## config.mk

```make
export PLATFORM = sky130hd
export DESIGN_NAME = aes_key_expand_seq
export DESIGN_NICKNAME = d
export VERILOG_FILES = /design/src/rtl/aes_key_expand_seq.sv
export SDC_FILE = /design/constraint.sdc
export NUM_CORES = 2
export LEC_CHECK = 0
export CAP_MARGIN = 10
export CELL_PAD_IN_SITES_DETAIL_PLACEMENT = 1
export CELL_PAD_IN_SITES_GLOBAL_PLACEMENT = 1
export CORE_AREA = 4 4 647 649
export DETAILED_ROUTE_END_ITERATION = 8
export DIE_AREA = 0 0 651 653
export PLACE_DENSITY_LB_ADDON = 0.1
export SLEW_MARGIN = 40
export SYNTH_ARGS = -nofsm -noshare
export SYNTH_HDL_FRONTEND = slang
export SYNTH_SLANG_ARGS = --single-unit
```

## constraint.sdc

```tcl
create_clock -name clk -period 10.3 [get_ports clk]
set_input_delay 1.545 -clock clk [delete_from_list [all_inputs] [get_ports clk]]
set_output_delay 1.545 -clock clk [all_outputs]
set_load 0.01 [all_outputs]
```

## src/rtl/aes_key_expand_seq.sv

```systemverilog
// ---------------------------------------------------------------------------
// aes_key_expand_seq
//
// Purpose:
//   Sequential AES-128 key schedule. A 128-bit cipher key is taken in through
//   a valid/ready handshake and the 11 round keys are produced one per cycle
//   into local storage. Storage is visible both as a flat bus and through an
//   indexed combinational read port, and feeds the round datapath directly.
//
// Ports:
//   clk        in   1     rising-edge clock
//   rst_n      in   1     synchronous active-low reset
//   key_valid  in   1     key_in carries a key this cycle
//   key_ready  out  1     block accepts a key this cycle (IDLE only)
//   key_in     in   128   cipher key, bit 127 = first FIPS-197 byte
//   rk_idx     in   4     round key select for rk_out
//   rk_out     out  128   round key rk_idx (0 for indices 11..15)
//   rk_flat    out  1408  rk_flat[128*i +: 128] = round key i
//   keys_valid out  1     all 11 round keys belong to the last accepted key
//   busy       out  1     expansion in progress
//
// Configuration:
//   AES_KEYEXP_ZEROIZE_EN  when defined, round keys 1..10 are cleared on key
//                          acceptance so that keys not yet computed read 0.
// ---------------------------------------------------------------------------

module aes_sbox (
    input  logic [7:0] in_byte,
    output logic [7:0] out_byte
);

    localparam logic [7:0] SBOX [0:255] = '{
        8'h63, 8'h7c, 8'h77, 8'h7b, 8'hf2, 8'h6b, 8'h6f, 8'hc5, 8'h30, 8'h01, 8'h67, 8'h2b, 8'hfe, 8'hd7, 8'hab, 8'h76,
        8'hca, 8'h82, 8'hc9, 8'h7d, 8'hfa, 8'h59, 8'h47, 8'hf0, 8'had, 8'hd4, 8'ha2, 8'haf, 8'h9c, 8'ha4, 8'h72, 8'hc0,
        8'hb7, 8'hfd, 8'h93, 8'h26, 8'h36, 8'h3f, 8'hf7, 8'hcc, 8'h34, 8'ha5, 8'he5, 8'hf1, 8'h71, 8'hd8, 8'h31, 8'h15,
        8'h04, 8'hc7, 8'h23, 8'hc3, 8'h18, 8'h96, 8'h05, 8'h9a, 8'h07, 8'h12, 8'h80, 8'he2, 8'heb, 8'h27, 8'hb2, 8'h75,
        8'h09, 8'h83, 8'h2c, 8'h1a, 8'h1b, 8'h6e, 8'h5a, 8'ha0, 8'h52, 8'h3b, 8'hd6, 8'hb3, 8'h29, 8'he3, 8'h2f, 8'h84,
        8'h53, 8'hd1, 8'h00, 8'hed, 8'h20, 8'hfc, 8'hb1, 8'h5b, 8'h6a, 8'hcb, 8'hbe, 8'h39, 8'h4a, 8'h4c, 8'h58, 8'hcf,
        8'hd0, 8'hef, 8'haa, 8'hfb, 8'h43, 8'h4d, 8'h33, 8'h85, 8'h45, 8'hf9, 8'h02, 8'h7f, 8'h50, 8'h3c, 8'h9f, 8'ha8,
        8'h51, 8'ha3, 8'h40, 8'h8f, 8'h92, 8'h9d, 8'h38, 8'hf5, 8'hbc, 8'hb6, 8'hda, 8'h21, 8'h10, 8'hff, 8'hf3, 8'hd2,
        8'hcd, 8'h0c, 8'h13, 8'hec, 8'h5f, 8'h97, 8'h44, 8'h17, 8'hc4, 8'ha7, 8'h7e, 8'h3d, 8'h64, 8'h5d, 8'h19, 8'h73,
        8'h60, 8'h81, 8'h4f, 8'hdc, 8'h22, 8'h2a, 8'h90, 8'h88, 8'h46, 8'hee, 8'hb8, 8'h14, 8'hde, 8'h5e, 8'h0b, 8'hdb,
        8'he0, 8'h32, 8'h3a, 8'h0a, 8'h49, 8'h06, 8'h24, 8'h5c, 8'hc2, 8'hd3, 8'hac, 8'h62, 8'h91, 8'h95, 8'he4, 8'h79,
        8'he7, 8'hc8, 8'h37, 8'h6d, 8'h8d, 8'hd5, 8'h4e, 8'ha9, 8'h6c, 8'h56, 8'hf4, 8'hea, 8'h65, 8'h7a, 8'hae, 8'h08,
        8'hba, 8'h78, 8'h25, 8'h2e, 8'h1c, 8'ha6, 8'hb4, 8'hc6, 8'he8, 8'hdd, 8'h74, 8'h1f, 8'h4b, 8'hbd, 8'h8b, 8'h8a,
        8'h70, 8'h3e, 8'hb5, 8'h66, 8'h48, 8'h03, 8'hf6, 8'h0e, 8'h61, 8'h35, 8'h57, 8'hb9, 8'h86, 8'hc1, 8'h1d, 8'h9e,
        8'he1, 8'hf8, 8'h98, 8'h11, 8'h69, 8'hd9, 8'h8e, 8'h94, 8'h9b, 8'h1e, 8'h87, 8'he9, 8'hce, 8'h55, 8'h28, 8'hdf,
        8'h8c, 8'ha1, 8'h89, 8'h0d, 8'hbf, 8'he6, 8'h42, 8'h68, 8'h41, 8'h99, 8'h2d, 8'h0f, 8'hb0, 8'h54, 8'hbb, 8'h16
    };

    assign out_byte = SBOX[in_byte];

endmodule

module aes_key_expand_seq (
    input  logic            clk,
    input  logic            rst_n,
    input  logic            key_valid,
    output logic            key_ready,
    input  logic [127:0]    key_in,
    input  logic [3:0]      rk_idx,
    output logic [127:0]    rk_out,
    output logic [1407:0]   rk_flat,
    output logic            keys_valid,
    output logic            busy
);

    typedef enum logic [0:0] {
        IDLE   = 1'b0,
        EXPAND = 1'b1
    } state_t;

    state_t         state_q, state_d;
    logic [3:0]     rnd_q, rnd_d;
    logic [127:0]   rk_q [0:10];
    logic [127:0]   rk_d [0:10];
    logic           keys_valid_q, keys_valid_d;
    logic           key_ready_q, key_ready_d;
    logic           busy_q, busy_d;

    logic [127:0]   prev_key;
    logic [127:0]   next_key;
    logic [7:0]     rcon;
    logic [31:0]    rot_word;
    logic [31:0]    sub_word;
    logic [31:0]    t_word;
    logic [31:0]    nw0, nw1, nw2, nw3;

    // Round rnd derives from the key stored one slot below it.
    always_comb begin
        prev_key = '0;
        for (int i = 0; i < 10; i++) begin
            if (rnd_q == 4'(i + 1)) begin
                prev_key = rk_q[i];
            end
        end
    end

    always_comb begin
        case (rnd_q)
            4'd1:    rcon = 8'h01;
            4'd2:    rcon = 8'h02;
            4'd3:    rcon = 8'h04;
            4'd4:    rcon = 8'h08;
            4'd5:    rcon = 8'h10;
            4'd6:    rcon = 8'h20;
            4'd7:    rcon = 8'h40;
            4'd8:    rcon = 8'h80;
            4'd9:    rcon = 8'h1b;
            4'd10:   rcon = 8'h36;
            default: rcon = 8'h00;
        endcase
    end

    // RotWord of w3 (the low word) moves its top byte to the bottom.
    assign rot_word = {prev_key[23:0], prev_key[31:24]};

    for (genvar g = 0; g < 4; g++) begin : g_subword
        aes_sbox u_sbox (
            .in_byte  (rot_word[8*g +: 8]),
            .out_byte (sub_word[8*g +: 8])
        );
    end

    assign t_word   = sub_word ^ {rcon, 24'h0};
    assign nw0      = prev_key[127:96] ^ t_word;
    assign nw1      = prev_key[95:64]  ^ nw0;
    assign nw2      = prev_key[63:32]  ^ nw1;
    assign nw3      = prev_key[31:0]   ^ nw2;
    assign next_key = {nw0, nw1, nw2, nw3};

    always_comb begin
        state_d      = state_q;
        rnd_d        = rnd_q;
        keys_valid_d = keys_valid_q;
        key_ready_d  = key_ready_q;
        busy_d       = busy_q;
        for (int i = 0; i <= 10; i++) begin
            rk_d[i] = rk_q[i];
        end

        case (state_q)
            IDLE: begin
                if (key_valid) begin
                    rk_d[0]      = key_in;
`ifdef AES_KEYEXP_ZEROIZE_EN
                    for (int i = 1; i <= 10; i++) begin
                        rk_d[i] = '0;
                    end
`else
                    // Older round keys stay in place until overwritten.
`endif
                    rnd_d        = 4'd1;
                    keys_valid_d = 1'b0;
                    key_ready_d  = 1'b0;
                    busy_d       = 1'b1;
                    state_d      = EXPAND;
                end
            end
            EXPAND: begin
                for (int i = 1; i <= 10; i++) begin
                    if (rnd_q == 4'(i)) begin
                        rk_d[i] = next_key;
                    end
                end
                rnd_d = rnd_q + 4'd1;
                if (rnd_q == 4'd10) begin
                    rnd_d        = 4'd0;
                    keys_valid_d = 1'b1;
                    key_ready_d  = 1'b1;
                    busy_d       = 1'b0;
                    state_d      = IDLE;
                end
            end
            default: begin
                state_d = IDLE;
            end
        endcase
    end

    always_ff @(posedge clk) begin
        if (!rst_n) begin
            state_q      <= IDLE;
            rnd_q        <= 4'd0;
            keys_valid_q <= 1'b0;
            key_ready_q  <= 1'b1;
            busy_q       <= 1'b0;
            for (int i = 0; i <= 10; i++) begin
                rk_q[i] <= '0;
            end
        end else begin
            state_q      <= state_d;
            rnd_q        <= rnd_d;
            keys_valid_q <= keys_valid_d;
            key_ready_q  <= key_ready_d;
            busy_q       <= busy_d;
            for (int i = 0; i <= 10; i++) begin
                rk_q[i] <= rk_d[i];
            end
        end
    end

    assign key_ready  = key_ready_q;
    assign busy       = busy_q;
    assign keys_valid = keys_valid_q;

    // Indices 11..15 fall through to zero.
    always_comb begin
        rk_out = '0;
        for (int i = 0; i <= 10; i++) begin
            if (rk_idx == 4'(i)) begin
                rk_out = rk_q[i];
            end
        end
    end

    always_comb begin
        rk_flat = '0;
        for (int i = 0; i <= 10; i++) begin
            rk_flat[128*i +: 128] = rk_q[i];
        end
    end

endmodule

```

==> flow_summary.toml <==
[outcome]
status = "complete, but fails checks"
violations = "DRC"

[route]
drt_iter0_drc = 14650
drt_pass1_iterations = 9
wirelength_mm = 876.1
vias = 108800
ant_nets = 0
drc = 16
drt-wirelength-per-cell_um = 48.94
via_per_inst = 6.075

[synth]
synth_edf_count = 0
synth_seq_area_share_pct = 34.34
synth_ff_type = "dfxtp_1"
synth.area.top_cells = "dfxtp_1 (34%), a21oi_1 (7.8%), o21ai_0 (6.4%)"
syn_area_um2 = 83020
synth_area_leader_cell = "dfxtp_1"
netlist_instances = 11080
synthArstFlopShare_pct = 0
synth_commonest_cells = "dfxtp_1 (1424), a21oi_1 (1291), nand2_1 (1257)"
synth_top_area_share_pct = 34.34
synth_most_common_cell = "dfxtp_1"
synth-seq-cells = 1424
yosys_warnings = 0
synth_cell_type_count = 121
synth.avg_cell_area_um2 = 7.496
synth_nets = 11270

[sta]
slew_headroom_pct = 19.72
final.setup.tns_ns = 0
skew_ns = 0.1151
rsz0062_at_grt = "no"
drv_slew = 0
fmax_mhz = 119.7
hold_viol = 0
min_period_ns = 8.355
worst_pin_slew_ns = 1.204
fin_crit_sh_pct = 81.12
setup_viol = 0

[placed_design]
dp.cells = 17520
place_congestion = 0.9735
dp_hpwl_mm = 651.5
port_buffers = 1673

[worst_setup_path]
worst_r2r_path_depth = 19
cp_max_fo = 40
timing.rr.start = "rnd_q[3]$_SDFFE_PN0N_"
worstSetupPathType = "register to register"
arrival_ns = 9.12
r2r_slack_ns = 1.94
critPathRequiredTime_ns = 11.07
startpoint_type = "register"
cp-end-kind = "register"
reg2reg_to = "rk_q[7][4]$_SDFFE_PN0P_"
worstSetupStartpoint = "rnd_q[3]$_SDFFE_PN0N_"

[clocking]
clock-sinks = 1424
root_buffer = "clkbuf_16"
cts_buffers = 192
clk_path_buf_depth = 4
htree_num_levels = 4
clock_latency_ns = 0.99
clkTransAtPathRegs_ns = 0.06
post_cts_resized = 0
post_cts_buffers = 0
cts_hold_buf = 0
cts_tree = "built"

[die]
start_util_pct = 20.13
pin_count = 1674
core-area_um2 = 412500
die_area_um2 = 425100
die_h_um = 653
std_cell_rows = 236
die_width_um = 651

[layout]
area_delta_synth_final_pct = 38.35
drive_gt1_share_pct = 9.998
nets = 12440
fin_cells = 17900
regArea_um2 = 28530
fillerInstances = 48190
multiInputGateArea_um2 = 51070

[pwr]
ir_worst_vdd_mv = 0.1508
p_leak_nw = 38.80
power_density_nw_per_um2 = 163.9
p_total_w = 0.01883

[global_route]
antenna_found_initial = 75
grt_pass1_vias = 104400
grt_usage_pct = 39.23
grt_max_degree = 142
grt_pass1_wl_mm = 1125
grt-ovfl-total = 0

[hold_path]
hold_depth = 2
hold_end = "key_ready$_SDFFE_PN1P_"
hold_class = "register to register"
holdCritStartpoint = "key_ready$_SDFFE_PN1P_"

[run]
max-cap-violations = 0
sequential cells by signal, summed over array words and instances (netlist names):
name	count
rk_q	1408
rcon	8
keys_valid	1
busy	1
key_ready	1
state_q	1
rnd_q	4
worst max path at each step:
stage                                     end  depth (start not counted)
global route          rk_q[7][4]$_SDFFE_PN0P_                         19
global placement    rk_q[10][85]$_SDFFE_PN0P_                         17
finish                rk_q[7][4]$_SDFFE_PN0P_                         19
floorplan                         rk_out[118]                         12
detailed placement    rk_q[7][4]$_SDFFE_PN0P_                         19
CTS                   rk_q[7][4]$_SDFFE_PN0P_                         19
cells by family (layout without fill, tap and decap cells):
kind of cell | after synthesis | after routing | share of synthesized area (%)
AO/OA/AOI/OAI | 4605 | 4605 | 35.93
AND/OR/NAND/NOR | 3391 | 3391 | 17.86
flip-flops | 1424 | 1424 | 34.34
buffers and inverters | 1270 | 2598 | 6.708
XOR/XNOR | 238 | 238 | 3.067
multiplexers | 88 | 88 | 1.215
adder cells (fa/ha/maj) | 59 | 59 | 0.8892
other | 0 | 25 | 0
layer usage:
layer | part of all wire, % | GRT usage [%] | routed length, µm
met1 | 39 | 47.10 | 340200
met2 | 44 | 61.23 | 384300
met3 | 9.0 | 10.39 | 78970
met4 | 8.3 | 26.63 | 72500
met5 | 0.023 | 0 | 201
power by group:
part | leakage [nW] | internal [W] | switching (W)
Sequential | 11.5 | 0.00562 | 0.000238
Combinational | 24.1 | 0.00149 | 0.00422
Clock | 3.21 | 0.00423 | 0.00303
Total | 38.8 | 0.0113 | 0.00749
cell type report:
cell class / instances / share of cell area, %
antenna: 25 / 0.05446
clock buffer: 288 / 4.978
clock inverter: 60 / 0.7276
inverter: 55 / 0.1895
multi-input combinational: 8381 / 44.46
sequential: 1424 / 24.83
tap: 5474 / 5.963
timing repair buffer: 2195 / 18.79
cells in the final DEF, fill, tap and decap left out, types with 42 or more instances in the layout:
master / synthesis / layout
clkdlybuf4s50_1: 0 / 1663
dfxtp_1: 1424 / 1417
a21oi_1: 1291 / 1274
nand2_1: 1257 / 1236
nor2_1: 1170 / 1152
o21ai_0: 1057 / 1029
a22oi_1: 502 / 502
buf_4: 98 / 430
nand3_1: 378 / 376
a211oi_1: 351 / 343
clkbuf_16: 0 / 194
a31oi_1: 192 / 182
nor3_1: 169 / 161
a222oi_1: 120 / 120
o211ai_1: 113 / 113
a221oi_1: 113 / 112
xnor2_1: 133 / 98
nand4_1: 97 / 97
o22ai_1: 74 / 73
a22o_1: 67 / 67
o21a_1: 62 / 60
mux2i_1: 58 / 55
o21ai_1: 46 / 55
ha_1: 59 / 55
a311oi_1: 53 / 52
clkbuf_8: 0 / 51
o311ai_0: 53 / 50
buf_12: 0 / 49
and3_1: 45 / 45
clkbuf_1: 804 / 43
a221o_1: 42 / 42
critical path, stage by stage (launching register included):
cell       delay [ns]
dfxtp_4          0.79
or2_4            0.51
buf_4            0.62
a221oi_1         0.11
a2bb2oi_1        0.28
o21a_1           0.29
inv_1            0.49
ha_1             0.77
inv_1            0.24
nor3_1           0.63
nor2_1           0.11
o221ai_1         0.28
a21oi_1          0.06
or4_1            0.55
a21oi_1          0.58
xor2_2           0.46
xor2_2           0.12
buf_4            0.26
xnor2_2          0.75
a21oi_1          0.17
per-stage QoR:
stage	hold WS (ns)	util, %	setup WS (ns)	instance area (µm²)
after floorplan	0.4666	-	5.121	83020
after global placement	0.4458	25.86	1.818	106700
after detailed placement	0.4553	26.18	2.134	108000
after CTS	0.4630	27.77	2.169	114600
after global routing	0.4837	27.83	1.934	114800
final	0.4526	27.85	1.945	114900
Note: power is estimated with default switching activity, not from simulation.
